### config.mk
export PLATFORM = sky130hd
export DESIGN_NAME = fifo_16x8_flat
export DESIGN_NICKNAME = d
export VERILOG_FILES = /design/src/rtl/fifo_16x8_pkg.sv /design/src/rtl/fifo_16x8_if.sv /design/src/rtl/fifo_16x8_mem.sv /design/src/rtl/fifo_16x8.sv /design/src/flat_wrapper.sv
export SDC_FILE = /design/constraint.sdc
export NUM_CORES = 1
export LEC_CHECK = 0
export ABC_CLOCK_PERIOD_IN_PS = 3400
export CORE_ASPECT_RATIO = 1.5
export CORE_UTILIZATION = 50
export CTS_CLUSTER_DIAMETER = 200
export DETAILED_ROUTE_END_ITERATION = 8
export PLACE_DENSITY = 0.78
export SYNTH_ARGS = -nofsm -noshare
export SYNTH_HDL_FRONTEND = slang
export SYNTH_SLANG_ARGS = --single-unit
### constraint.sdc
create_clock -name clk -period 3.4 [get_ports clk]
set_clock_uncertainty 0.2 [all_clocks]
set_input_delay 0.68 -clock clk [delete_from_list [all_inputs] [get_ports clk]]
set_output_delay 0.68 -clock clk [all_outputs]
set_load 0.1 [all_outputs]
### src/rtl/fifo_16x8_pkg.sv
// Shared parameters and types for the 16x8 synchronous FIFO controller and its RAM.
package fifo_16x8_pkg;

    localparam int WIDTH    = 8;
    localparam int DEPTH    = 16;
    localparam int ADDR     = 4;
    localparam int AF_LEVEL = 12;

    typedef logic [ADDR:0]    ptr_t;
    typedef logic [ADDR:0]    count_t;
    typedef logic [ADDR-1:0]  addr_t;
    typedef logic [WIDTH-1:0] data_t;

    localparam ptr_t PTR_ONE = {{ADDR{1'b0}}, 1'b1};

    // Full when the slot indices match but the wrap bits differ.
    function automatic logic ptr_full(input ptr_t wr_ptr, input ptr_t rd_ptr);
        return (wr_ptr[ADDR-1:0] == rd_ptr[ADDR-1:0]) && (wr_ptr[ADDR] != rd_ptr[ADDR]);
    endfunction

endpackage

### src/rtl/fifo_16x8_if.sv
// Push/pop bus between the FIFO controller and its producer/consumer.
interface fifo_16x8_if;
    import fifo_16x8_pkg::*;

    logic   wr_en;
    data_t  wr_data;
    logic   rd_en;
    data_t  rd_data;
    logic   rd_valid;
    logic   full;
    logic   empty;
    logic   almost_full;
    count_t count;
    logic   overflow;
    logic   underflow;

    modport master (
        output wr_en, wr_data, rd_en,
        input  rd_data, rd_valid, full, empty, almost_full, count, overflow, underflow
    );

    modport slave (
        input  wr_en, wr_data, rd_en,
        output rd_data, rd_valid, full, empty, almost_full, count, overflow, underflow
    );

endinterface

### src/rtl/fifo_16x8_mem.sv
// WIDTH x DEPTH dual-port RAM: synchronous write, registered read.
// Array contents are never reset; only the read register is.
module fifo_mem
    import fifo_16x8_pkg::*;
#(
    parameter int P_WIDTH = WIDTH,
    parameter int P_DEPTH = DEPTH,
    parameter int P_ADDR  = ADDR
) (
    input  logic               clk,
    input  logic               rst,
    input  logic               we,
    input  logic               re,
    input  logic [P_ADDR-1:0]  wr_addr,
    input  logic [P_ADDR-1:0]  rd_addr,
    input  logic [P_WIDTH-1:0] wr_data,
    output logic [P_WIDTH-1:0] d_out
);

    logic [P_WIDTH-1:0] mem_q [P_DEPTH];
    logic [P_WIDTH-1:0] d_out_q;

    // Storage array write port.
    always_ff @(posedge clk) begin
        if (we && !rst) begin
            mem_q[wr_addr] <= wr_data;
        end
    end

    // Read register; holds its value between reads.
    always_ff @(posedge clk) begin
        if (rst) begin
            d_out_q <= {P_WIDTH{1'b0}};
        end else if (re) begin
            d_out_q <= mem_q[rd_addr];
        end
    end

    assign d_out = d_out_q;

endmodule

### src/rtl/fifo_16x8.sv
// FIFO controller: owns the pointers, flags and error pulses, and drives the RAM
// command signals from registers, so a pop accepted at edge N shows data after N+1.
module fifo_16x8
    import fifo_16x8_pkg::*;
(
    input  logic          clk,
    input  logic          rst,
    fifo_16x8_if.slave    bus
);

    ptr_t   wr_ptr_q, wr_ptr_d;
    ptr_t   rd_ptr_q, rd_ptr_d;
    count_t count_q, count_d;
    logic   full_q, empty_q, af_q;
    logic   overflow_q, underflow_q;
    logic   we_q, re_q, rd_valid_q;
    addr_t  wr_addr_q, rd_addr_q;
    data_t  wr_data_q;
    data_t  rd_data_s;
    logic   push_s, pop_s;

    // Acceptance uses the registered flags, then next-state pointers and occupancy.
    always_comb begin
        push_s = bus.wr_en && !full_q;
        pop_s  = bus.rd_en && !empty_q;
        if (push_s) begin
            wr_ptr_d = wr_ptr_q + PTR_ONE;
        end else begin
            wr_ptr_d = wr_ptr_q;
        end
        if (pop_s) begin
            rd_ptr_d = rd_ptr_q + PTR_ONE;
        end else begin
            rd_ptr_d = rd_ptr_q;
        end
        count_d = count_t'(wr_ptr_d - rd_ptr_d);
    end

    // Pointers, flags, pulses and the registered RAM command stage.
    always_ff @(posedge clk) begin
        if (rst) begin
            wr_ptr_q    <= {(ADDR+1){1'b0}};
            rd_ptr_q    <= {(ADDR+1){1'b0}};
            count_q     <= {(ADDR+1){1'b0}};
            full_q      <= 1'b0;
            empty_q     <= 1'b1;
            af_q        <= 1'b0;
            overflow_q  <= 1'b0;
            underflow_q <= 1'b0;
            we_q        <= 1'b0;
            re_q        <= 1'b0;
            rd_valid_q  <= 1'b0;
            wr_addr_q   <= {ADDR{1'b0}};
            rd_addr_q   <= {ADDR{1'b0}};
            wr_data_q   <= {WIDTH{1'b0}};
        end else begin
            wr_ptr_q    <= wr_ptr_d;
            rd_ptr_q    <= rd_ptr_d;
            count_q     <= count_d;
            full_q      <= ptr_full(wr_ptr_d, rd_ptr_d);
            empty_q     <= (wr_ptr_d == rd_ptr_d);
            af_q        <= (count_d >= count_t'(AF_LEVEL));
            overflow_q  <= bus.wr_en && full_q;
            underflow_q <= bus.rd_en && empty_q;
            we_q        <= push_s;
            re_q        <= pop_s;
            rd_valid_q  <= re_q;
            wr_addr_q   <= wr_ptr_q[ADDR-1:0];
            rd_addr_q   <= rd_ptr_q[ADDR-1:0];
            wr_data_q   <= bus.wr_data;
        end
    end

    fifo_mem #(
        .P_WIDTH (WIDTH),
        .P_DEPTH (DEPTH),
        .P_ADDR  (ADDR)
    ) u_mem (
        .clk     (clk),
        .rst     (rst),
        .we      (we_q),
        .re      (re_q),
        .wr_addr (wr_addr_q),
        .rd_addr (rd_addr_q),
        .wr_data (wr_data_q),
        .d_out   (rd_data_s)
    );

    assign bus.rd_data     = rd_data_s;
    assign bus.rd_valid    = rd_valid_q;
    assign bus.full        = full_q;
    assign bus.empty       = empty_q;
    assign bus.almost_full = af_q;
    assign bus.count       = count_q;
    assign bus.overflow    = overflow_q;
    assign bus.underflow   = underflow_q;

endmodule
### src/flat_wrapper.sv
// flat-port wrapper written by rule: the top's interface ports become plain ports
module fifo_16x8_flat import fifo_16x8_pkg::*;
  (clk, rst, bus_wr_en, bus_wr_data, bus_rd_en, bus_rd_data, bus_rd_valid, bus_full, bus_empty, bus_almost_full, bus_count, bus_overflow, bus_underflow);
  fifo_16x8_if bus_i ();
  input  logic clk;
  input  logic rst;
  input wire logic [$bits(bus_i.wr_en)-1:0] bus_wr_en;
  input wire logic [$bits(bus_i.wr_data)-1:0] bus_wr_data;
  input wire logic [$bits(bus_i.rd_en)-1:0] bus_rd_en;
  output wire logic [$bits(bus_i.rd_data)-1:0] bus_rd_data;
  output wire logic [$bits(bus_i.rd_valid)-1:0] bus_rd_valid;
  output wire logic [$bits(bus_i.full)-1:0] bus_full;
  output wire logic [$bits(bus_i.empty)-1:0] bus_empty;
  output wire logic [$bits(bus_i.almost_full)-1:0] bus_almost_full;
  output wire logic [$bits(bus_i.count)-1:0] bus_count;
  output wire logic [$bits(bus_i.overflow)-1:0] bus_overflow;
  output wire logic [$bits(bus_i.underflow)-1:0] bus_underflow;
  assign bus_i.wr_en = bus_wr_en;
  assign bus_i.wr_data = bus_wr_data;
  assign bus_i.rd_en = bus_rd_en;
  assign bus_rd_data = bus_i.rd_data;
  assign bus_rd_valid = bus_i.rd_valid;
  assign bus_full = bus_i.full;
  assign bus_empty = bus_i.empty;
  assign bus_almost_full = bus_i.almost_full;
  assign bus_count = bus_i.count;
  assign bus_overflow = bus_i.overflow;
  assign bus_underflow = bus_i.underflow;
  fifo_16x8 u_core (.clk(clk), .rst(rst), .bus(bus_i));
endmodule
After elaboration in Yosys (flattened, before gate mapping)
Memories as Yosys holds them, arrays and structs flattened. A register that Yosys moved wholly into a read port is not among the register bits.
Index checks and enable logic that the tools add are counted.
Widths: inputs -> output; s select.
{ "word_totals": {"ff_bits": 39, "mem_bits_rw": 128, "output_inout_bits": 19, "n_memories": 1} }
{ "classes": {"n_addsub": 3, "n_lt_le_gt_ge": 1, "n_eq_ne": 3, "n_mux": 4, "n_reduce_logical": 9} }
{ "mem_list": {"columns": ["memory", "depth", "word_bits", "read_ports", "rd_ports_with_merged_regs", "write_ports", "line", "rtl"], "rows": [
  ["u_core.u_mem.mem_q", 16, 8, 1, 1, 1, "fifo_16x8_mem.sv:20", "logic [P_WIDTH-1:0] mem_q [P_DEPTH];"]
]} }
{ "ops": {"columns": ["operator", "n"], "rows": [
  ["$add 5x1->5 const B", 2],
  ["$mux 5", 2],
  ["$logic_and 1x1->1", 6],
  ["$eq 5x5->1", 1],
  ["$ge 5x4->1 const B", 1],
  ["$sub 5x5->5", 1],
  ["$eq 4x4->1", 1],
  ["$logic_not 1->1", 3],
  ["$mux 1", 2],
  ["$ne 1x1->1", 1]
]} }

Longest topological paths before layout
Gate-level depths: netlist of the first run.
{ "logic_depth": {"depth_word": 5, "ltp_mapped": 10, "mapped_depth_nobuf": 10} }

Modules after synthesis
Synthesis of the first run repeated with hierarchy kept, for this count alone.
{ "hier_totals": {"cells_unflattened": 450, "hier_area_um2": 6786.5} }
{ "modules_own_cells": {"columns": ["module", "n_inst", "cells_each", "area_each_um2", "seq_area_each_um2"], "rows": [
  ["fifo_mem", 1, 318, 5352.6, 4003.8],
  ["fifo_16x8", 1, 132, 1433.9, 780.7]
]} }

Least setup slack after synthesis of the first run
No wires, ideal clock.
{ "synth_path": {"path_kind": "reg-to-reg", "from": "register u_core.full_q (netlist: u_core.bus.full)", "to": "register u_core.af_q (netlist: u_core.bus.almost_full)", "setup_ns": 0.088, "arrival_time_ns": 2.859, "required_ns": 3.112, "slack_ns": 0.252, "stages_incl_launch_ff": 8, "path_buffers": 0, "synth_period_minus_slack_ns": 3.148, "path_cell_list": "dfxtp_1 -> nand2b_1 -> mux2_2 -> fa_1 -> or3_1 -> nand4_1 -> a211oi_1 -> o32ai_2"} }
{ "synth_via": {"elab_chain_cells": 5} }
{ "synth_rtl": {"columns": ["item", "line", "rtl"], "rows": [
  ["start: declaration", "fifo_16x8.sv:14", "logic full_q, empty_q, af_q;"],
  ["start signal: assignment", "fifo_16x8.sv:60", "full_q <= ptr_full(wr_ptr_d, rd_ptr_d);"],
  ["$logic_not 1->1", "fifo_16x8.sv:24", "push_s = bus.wr_en && !full_q;"],
  ["$logic_and 1x1->1", "fifo_16x8.sv:24", null],
  ["$mux 5", "fifo_16x8.sv:26", "if (push_s) begin"],
  ["net u_core.wr_ptr_d[1]", "fifo_16x8.sv:11", "ptr_t wr_ptr_q, wr_ptr_d;"],
  ["$sub 5x5->5", "fifo_16x8.sv:36", "count_d = count_t'(wr_ptr_d - rd_ptr_d);"],
  ["$ge 5x4->1", "fifo_16x8.sv:62", "af_q <= (count_d >= count_t'(AF_LEVEL));"],
  ["end signal: assignment", "fifo_16x8.sv:62", null],
  ["end: declaration", "fifo_16x8.sv:14", null]
]} }
The timed path passes the listed nets, and every way through them passes these cells.
A chain may end at the register's enable or synchronous reset.

Final worst setup path of the first run
{ "layout_path": {"from": "input port bus_rd_en", "to": "register u_core.af_q (netlist: u_core.bus.almost_full)"} }
{ "layout_via": {"elab_chain_cells": 4} }
{ "layout_rtl": {"columns": ["item", "line", "rtl"], "rows": [
  ["start: declaration", "flat_wrapper.sv:9", "input wire logic [$bits(bus_i.rd_en)-1:0] bus_rd_en;"],
  ["$logic_and 1x1->1", "fifo_16x8.sv:25", "pop_s = bus.rd_en && !empty_q;"],
  ["$mux 5", "fifo_16x8.sv:31", "if (pop_s) begin"],
  ["net u_core.rd_ptr_d[0]", "fifo_16x8.sv:12", "ptr_t rd_ptr_q, rd_ptr_d;"],
  ["$sub 5x5->5", "fifo_16x8.sv:36", null],
  ["$ge 5x4->1", "fifo_16x8.sv:62", null]
]} }
The timed path passes the listed nets, and every way through them passes these cells.

==> results of run 1 <==
[path summary, 6_finish.rpt]
path                                                  start                                end  slack (ns)  cells past startpoint
worst max-delay path                              bus_rd_en  u_core.bus.almost_full$_SDFF_PP0_        0.43                     10
worst max register to register   u_core.bus.full$_SDFF_PP0_  u_core.bus.almost_full$_SDFF_PP0_        0.83                      7
worst min register to register  u_core.bus.empty$_SDFF_PP1_    u_core.bus.underflow$_SDFF_PP0_        0.26                      2
worst min-delay path            u_core.bus.empty$_SDFF_PP1_    u_core.bus.underflow$_SDFF_PP0_        0.26                      2
[power breakdown]
| group | internal (mW) | total, mW | switching (mW) |
|---|---|---|---|
| combinational | 0.174 | 0.481 | 0.307 |
| sequential | 2.33 | 2.39 | 0.0525 |
| clock | 1.08 | 1.80 | 0.722 |
[layer usage]
metal / wire length (um) / up-vias / global-route usage, % / part of all wire, %
met3: 501 / 13 / 4.180 / 4.1
li1: - / 1521 / - / -
met5: 0 / - / 0 / 0
met1: 4741 / 1702 / 23.18 / 39
met4: 240 / 0 / 8.746 / 2.0
met2: 6817 / 90 / 34.17 / 55
[state kept, by name (all words and copies together) (netlist names), named ones only]
register,cells
u_core.bus.empty,1
u_core.bus.rd_valid,1
u_core.u_mem.d_out,8
u_core.wr_ptr_q,4
u_core.re_q,1
u_core.bus.almost_full,1
u_core.wr_data_q,8
u_core.bus.full,1
u_core.bus.overflow,1
u_core.wr_addr_q,4
u_core.rd_ptr_q,5
u_core.we_q,1
u_core.u_mem.mem_q,128
u_core.rd_addr_q,4
u_core.bus.underflow,1
u_core.bus.count,5
[Yosys cell counts (3+ instances only)]
| cell type | instances |
|---|---|
| buf_2 | 3 |
| buf_4 | 3 |
| buf_6 | 4 |
| dfxtp_1 | 47 |
| edfxtp_1 | 128 |
| ha_1 | 5 |
| inv_1 | 3 |
| mux2i_1 | 10 |
| mux4_1 | 14 |
| mux4_2 | 26 |
| nand2_1 | 11 |
| nand2b_1 | 4 |
| nor2_1 | 38 |
| nor2b_1 | 23 |
| nor3_1 | 8 |
| or3_1 | 3 |
| xnor2_1 | 4 |
| xor2_1 | 5 |
[worst reg2reg max path: cells and delay by family (launching register included)]
family / cells / cell delay [ns]
AND/OR/NAND/NOR: 3 / 0.71
adder cells (fa/ha/maj): 1 / 0.46
multiplexers: 1 / 0.40
flip-flops: 1 / 0.36
AO/OA/AOI/OAI: 2 / 0.36
[layout make-up]
class | count | area, sq um
fill | 964 | 5291
tap | 159 | 198.9
timing repair buffer | 49 | 402.9
inverter | 3 | 11.26
sequential | 175 | 4786
clock buffer | 24 | 451.7
multi-input combinational | 171 | 1783
clock inverter | 8 | 92.59
[cell families after synthesis]
kind of cell	count (synthesis)	synth area share, %
flops	175	71.33
simple gates	93	6.771
mux	51	15.87
buf+inv	18	2.089
compound gates	11	1.380
xor+xnor	9	1.175
fa+ha+maj	7	1.380
==> results.json, run 1 <==
{
  "status": "finished, final reports clean",
  "synth_seq_cells": 175,
  "rsz0062_at_grt": "false",
  "hold_path_class": "register to register",
  "fin_util_pct": 59.35,
  "layout_min_cycle_time_ns": 2.969,
  "post_cts_buffers": 0,
  "syn_area_sq_um": 6708,
  "cp.arrival_ns": 3.10,
  "critPathMaxFanout": 3,
  "fin_setup_tns_ns": 0,
  "leakage_nw": 2.642,
  "peakVddDrop_v": 0.0004638,
  "vias": 3326,
  "ant_nets": 0,
  "crit_family": "simple AND/OR/NAND/NOR gates",
  "yosysWarningCount": 0,
  "cts_resized": 0,
  "final_nets": 435,
  "clk_pin_slew_worst_paths_ns": 0.06,
  "cts-buffers-inserted": 17,
  "slew-limit-headroom_pct": 39.11,
  "finalSetupViolations": 0,
  "tightest_slew_ns": 0.9100,
  "cts_root_buf": "clkbuf_16",
  "pre_cts_slack_ns": -0.01718,
  "cp-end-kind": "register",
  "track_usage_pct": 19.70,
  "cts_sinks": 175,
  "fmax_mhz": 336.9,
  "initial_utilization_pct": 51.53,
  "cts_tree": "done",
  "final_common_cell": "edfxtp_1",
  "io_pins": 31,
  "placed_cell_area_sq_um": 7182,
  "viasPerCell": 5.647,
  "die-area_sq_um": 13890,
  "dr.pass1.iters": 4,
  "layout_common_cells": "edfxtp_1 (128), dfxtp_1 (46), nor2_1 (38)",
  "slew_viol_final": 0,
  "worst_skew_pair.late_latency_ns": 0.41,
  "die_y_um": 143.9,
  "num_antenna_cells": 0,
  "ys.flop_type": "edfxtp_1",
  "hold_viol_final": 0,
  "netlist.area_leader.share_pct": 57.30,
  "synth_area_leaders": "edfxtp_1 (57%), dfxtp_1 (14%), mux4_2 (8.7%), mux4_1 (5.5%), nor2b_1 (2.1%)",
  "grt_max_degree": 49,
  "p_per_area_nw_per_um2": 603.7,
  "synth_nets": 382,
  "hold_ws_ns": 0.2621,
  "fin_area_sq_um": 7726,
  "postCtsHoldBufs": 0,
  "synth_top_area_cell": "edfxtp_1",
  "clk_path_buf_depth": 2,
  "slowest_stage": "clkdlybuf4s50_1",
  "area_growth_pct": 15.18,
  "p_total_mw": 4.665,
  "max-cap-violations": 0,
  "synth_edf_count": 128,
  "drive_gt1_share_pct": 22.09,
  "drt-total-wl_mm": 12.30,
  "worstSetupPathType": "primary input to register",
  "synthCells": 364,
  "dp_hpwl_mm": 8.426,
  "async_flop_share_pct": 0,
  "worstPathRequired_ns": 3.53,
  "final_cells": 589,
  "slowest_delay_ns": 0.47,
  "synthDistinctLibCells": 37,
  "layout_setup_ws_ns": 0.4313,
  "die_x_um": 96.57,
  "wire_per_inst_um": 20.88,
  "first_iter_violations": 228,
  "yosysSeqAreaShare_pct": 71.33,
  "numPlacedInstances": 557,
  "coreArea_sq_um": 13020,
  "placement.io_buffers": 30,
  "avgSynthCellArea_sq_um": 18.43,
  "overflow": 0,
  "grt_pass1_wl_mm": 18.72,
  "period_share_pct": 87.31,
  "fp-row-count": 51,
  "drc": 0,
  "place.gp.congestion": 0.8159,
  "htree_levels": 4,
  "crit_buf_inv": 2,
  "grt_pass1_vias": 3364,
  "critPathLaunchType": "primary input",
  "crit_chain": "clkdlybuf4s50_1 > nor2b_1 > xor2_1 > ha_1 > inv_1 > fa_1 > or3_1 > nand4_1 > a211oi_1 > o32ai_2",
  "antenna_found_initial": 0
}
Note: power is estimated with default switching activity, not from simulation.
==> run 2, diff against run 1 <==
--- a/config.mk
+++ b/config.mk
@@ -7,10 +7,11 @@
 export LEC_CHECK = 0
 export ABC_CLOCK_PERIOD_IN_PS = 3400
 export CORE_ASPECT_RATIO = 1.5
-export CORE_UTILIZATION = 50
+export CORE_UTILIZATION = 30
 export CTS_CLUSTER_DIAMETER = 200
 export DETAILED_ROUTE_END_ITERATION = 8
-export PLACE_DENSITY = 0.78
+export PLACE_DENSITY = 0.55
 export SYNTH_ARGS = -nofsm -noshare
 export SYNTH_HDL_FRONTEND = slang
+export SYNTH_HIERARCHICAL = 1
 export SYNTH_SLANG_ARGS = --single-unit
==> results.json, run 2 <==
{
  "yosysWarningCount": 6,
  "final_common_cell": "edfxtp_1",
  "worst_skew_pair.late_latency_ns": 0.42,
  "fmax_mhz": 338.4,
  "async_flop_share_pct": 0,
  "rsz0062_at_grt": "false",
  "hp-start": "u_core/u_mem/d_out[1]$_SDFFE_PP0P_",
  "peakVddDrop_v": 0.0003595,
  "p_per_area_nw_per_um2": 593.6,
  "cp.arrival_ns": 3.04,
  "grt_pass1_vias": 3848,
  "avgSynthCellArea_sq_um": 15.08,
  "synthDistinctLibCells": 40,
  "critPathMaxFanout": 4,
  "io_pins": 31,
  "ant_nets": 0,
  "slew_viol_final": 0,
  "layout_min_cycle_time_ns": 2.955,
  "initial_utilization_pct": 30.43,
  "fin_setup_tns_ns": 0,
  "ys_top_cells_by_count": "edfxtp_1 (128), mux2i_1 (65), dfxtp_1 (47), nor2_1 (30), nand2_1 (25)",
  "cts_root_buf": "clkbuf_16",
  "htree_levels": 4,
  "die-area_sq_um": 23240,
  "die_y_um": 186.2,
  "leakage_nw": 2.681,
  "status": "finished, final reports clean",
  "synth_top_area_cell": "edfxtp_1",
  "drive_gt1_share_pct": 16.02,
  "place.gp.congestion": 0.7831,
  "cts_resized": 0,
  "ys.flop_type": "edfxtp_1",
  "overflow": 0,
  "largest_reg_flops": 128,
  "drc": 0,
  "max-cap-violations": 0,
  "dp_hpwl_mm": 9.487,
  "r2r_slack_ns": 0.79,
  "layout_common_cells": "edfxtp_1 (128), mux2i_1 (65), dfxtp_1 (46)",
  "top_register": "u_core/u_mem/mem_q",
  "clk_pin_slew_worst_paths_ns": 0.06,
  "holdPathStages": 2,
  "worstPathRequired_ns": 3.48,
  "yosysMostFrequentCell": "edfxtp_1",
  "rr_worst_depth": 9,
  "cts_sinks": 175,
  "synthCells": 450,
  "fp-row-count": 67,
  "post_cts_buffers": 0,
  "critPathLaunchType": "primary input",
  "viasPerCell": 4.680,
  "grt_max_degree": 43,
  "hold_path_class": "register to register",
  "track_usage_pct": 12.49,
  "postCtsHoldBufs": 0,
  "netlist.area_leader.share_pct": 56.64,
  "drt-total-wl_mm": 13.99,
  "die_x_um": 124.8,
  "vias": 3716,
  "numPlacedInstances": 762,
  "cts-buffers-inserted": 17,
  "clk_path_buf_depth": 2,
  "grt_pass1_wl_mm": 21.31,
  "whs_endpoint": "u_core/u_mem/d_out[1]$_SDFFE_PP0P_",
  "antenna_found_initial": 0,
  "tightest_slew_ns": 0.8064,
  "placement.io_buffers": 30,
  "hold_viol_final": 0,
  "worstSetupPathType": "primary input to register",
  "period_share_pct": 86.92,
  "synth_area_leaders": "edfxtp_1 (57%), dfxtp_1 (14%), mux2i_1 (9.6%), a22oi_1 (2.7%), nor2b_1 (2.2%)",
  "synth_edf_count": 128,
  "synth_seq_cells": 175,
  "yosysSeqAreaShare_pct": 70.50,
  "syn_area_sq_um": 6787,
  "first_iter_violations": 181,
  "area_growth_pct": 18.16,
  "cts_tree": "done",
  "final_cells": 794,
  "fin_util_pct": 35.96,
  "r2r-start": "u_core/bus.full$_SDFF_PP0_",
  "dr.pass1.iters": 4,
  "reg2reg_to": "u_core/bus.almost_full$_SDFF_PP0_",
  "final_nets": 523,
  "wire_per_inst_um": 17.62,
  "slew-limit-headroom_pct": 46.04,
  "finalSetupViolations": 0,
  "crit_path_start": "bus_wr_en",
  "coreArea_sq_um": 22300,
  "num_antenna_cells": 0,
  "synth_nets": 468,
  "cp-end-kind": "register"
}
run 2: worst max-delay path, cell delays in order:
cell             delay (ns)
clkdlybuf4s50_1        0.47
and2b_4                0.21
xnor2_1                0.20
ha_1                   0.19
inv_1                  0.06
fa_1                   0.39
maj3_2                 0.32
a21oi_1                0.19
xor2_1                 0.23
a31oi_1                0.11
run 2: worst max path at each step:
stage	to	slack, ns	depth (start not counted)
after floorplan	u_core/bus.almost_full$_SDFF_PP0_	0.27	9
after global placement	u_core/bus.almost_full$_SDFF_PP0_	0.11	10
after CTS	u_core/bus.almost_full$_SDFF_PP0_	0.47	10
after global routing	u_core/bus.almost_full$_SDFF_PP0_	0.30	10
final	u_core/bus.almost_full$_SDFF_PP0_	0.44	10
after detailed placement	u_core/bus.almost_full$_SDFF_PP0_	0.05	10
run 2: stage by stage:
step | worst slack [ns] | power (mW) | hold WS [ns] | area [sq um]
global route | 0.2998 | 4.916 | 0.2996 | 8019
finish | 0.4448 | 4.760 | 0.2714 | 8019
CTS | 0.4746 | 4.803 | 0.2697 | 8019
detailed placement | 0.04766 | 2.855 | 0.2551 | 7423
floorplan | 0.2680 | 2.722 | 0.2684 | 6787
global placement | 0.1073 | 2.849 | 0.2567 | 7423
run 2: kinds of logic after synthesis:
| logic type | after synthesis | synth area share [%] |
|---|---|---|
| AO/OA/AOI/OAI | 37 | 3.687 |
| XOR/XNOR | 16 | 2.397 |
| adder cells (fa/ha/maj) | 8 | 1.530 |
| buffers and inverters | 20 | 2.434 |
| flip-flops | 175 | 70.50 |
| multiplexers | 65 | 9.587 |
| AND/OR/NAND/NOR | 129 | 9.864 |
run 2: routing by layer:
| metal | global-route usage [%] | vias up | wire length, um |
|---|---|---|---|
| met5 | 0 | - | 0 |
| met3 | 3.089 | 23 | 399 |
| li1 | - | 1775 | - |
| met1 | 13.40 | 1834 | 5758 |
| met4 | 5.827 | 0 | 433 |
| met2 | 23.15 | 84 | 7401 |
run 2: cell type report:
class	instances	area (sq um)
timing repair buffer	54	445.4
clock buffer	19	432.9
sequential	175	4788
multi-input combinational	255	1837
inverter	2	7.507
clock inverter	13	162.7
fill	2157	14280
tap	276	345.3
run 2: report_power, final:
part | internal [mW] | switching (mW) | total, mW
Combinational | 0.126 | 0.297 | 0.423
Clock | 1.16 | 0.793 | 1.95
Sequential | 2.33 | 0.0538 | 2.38
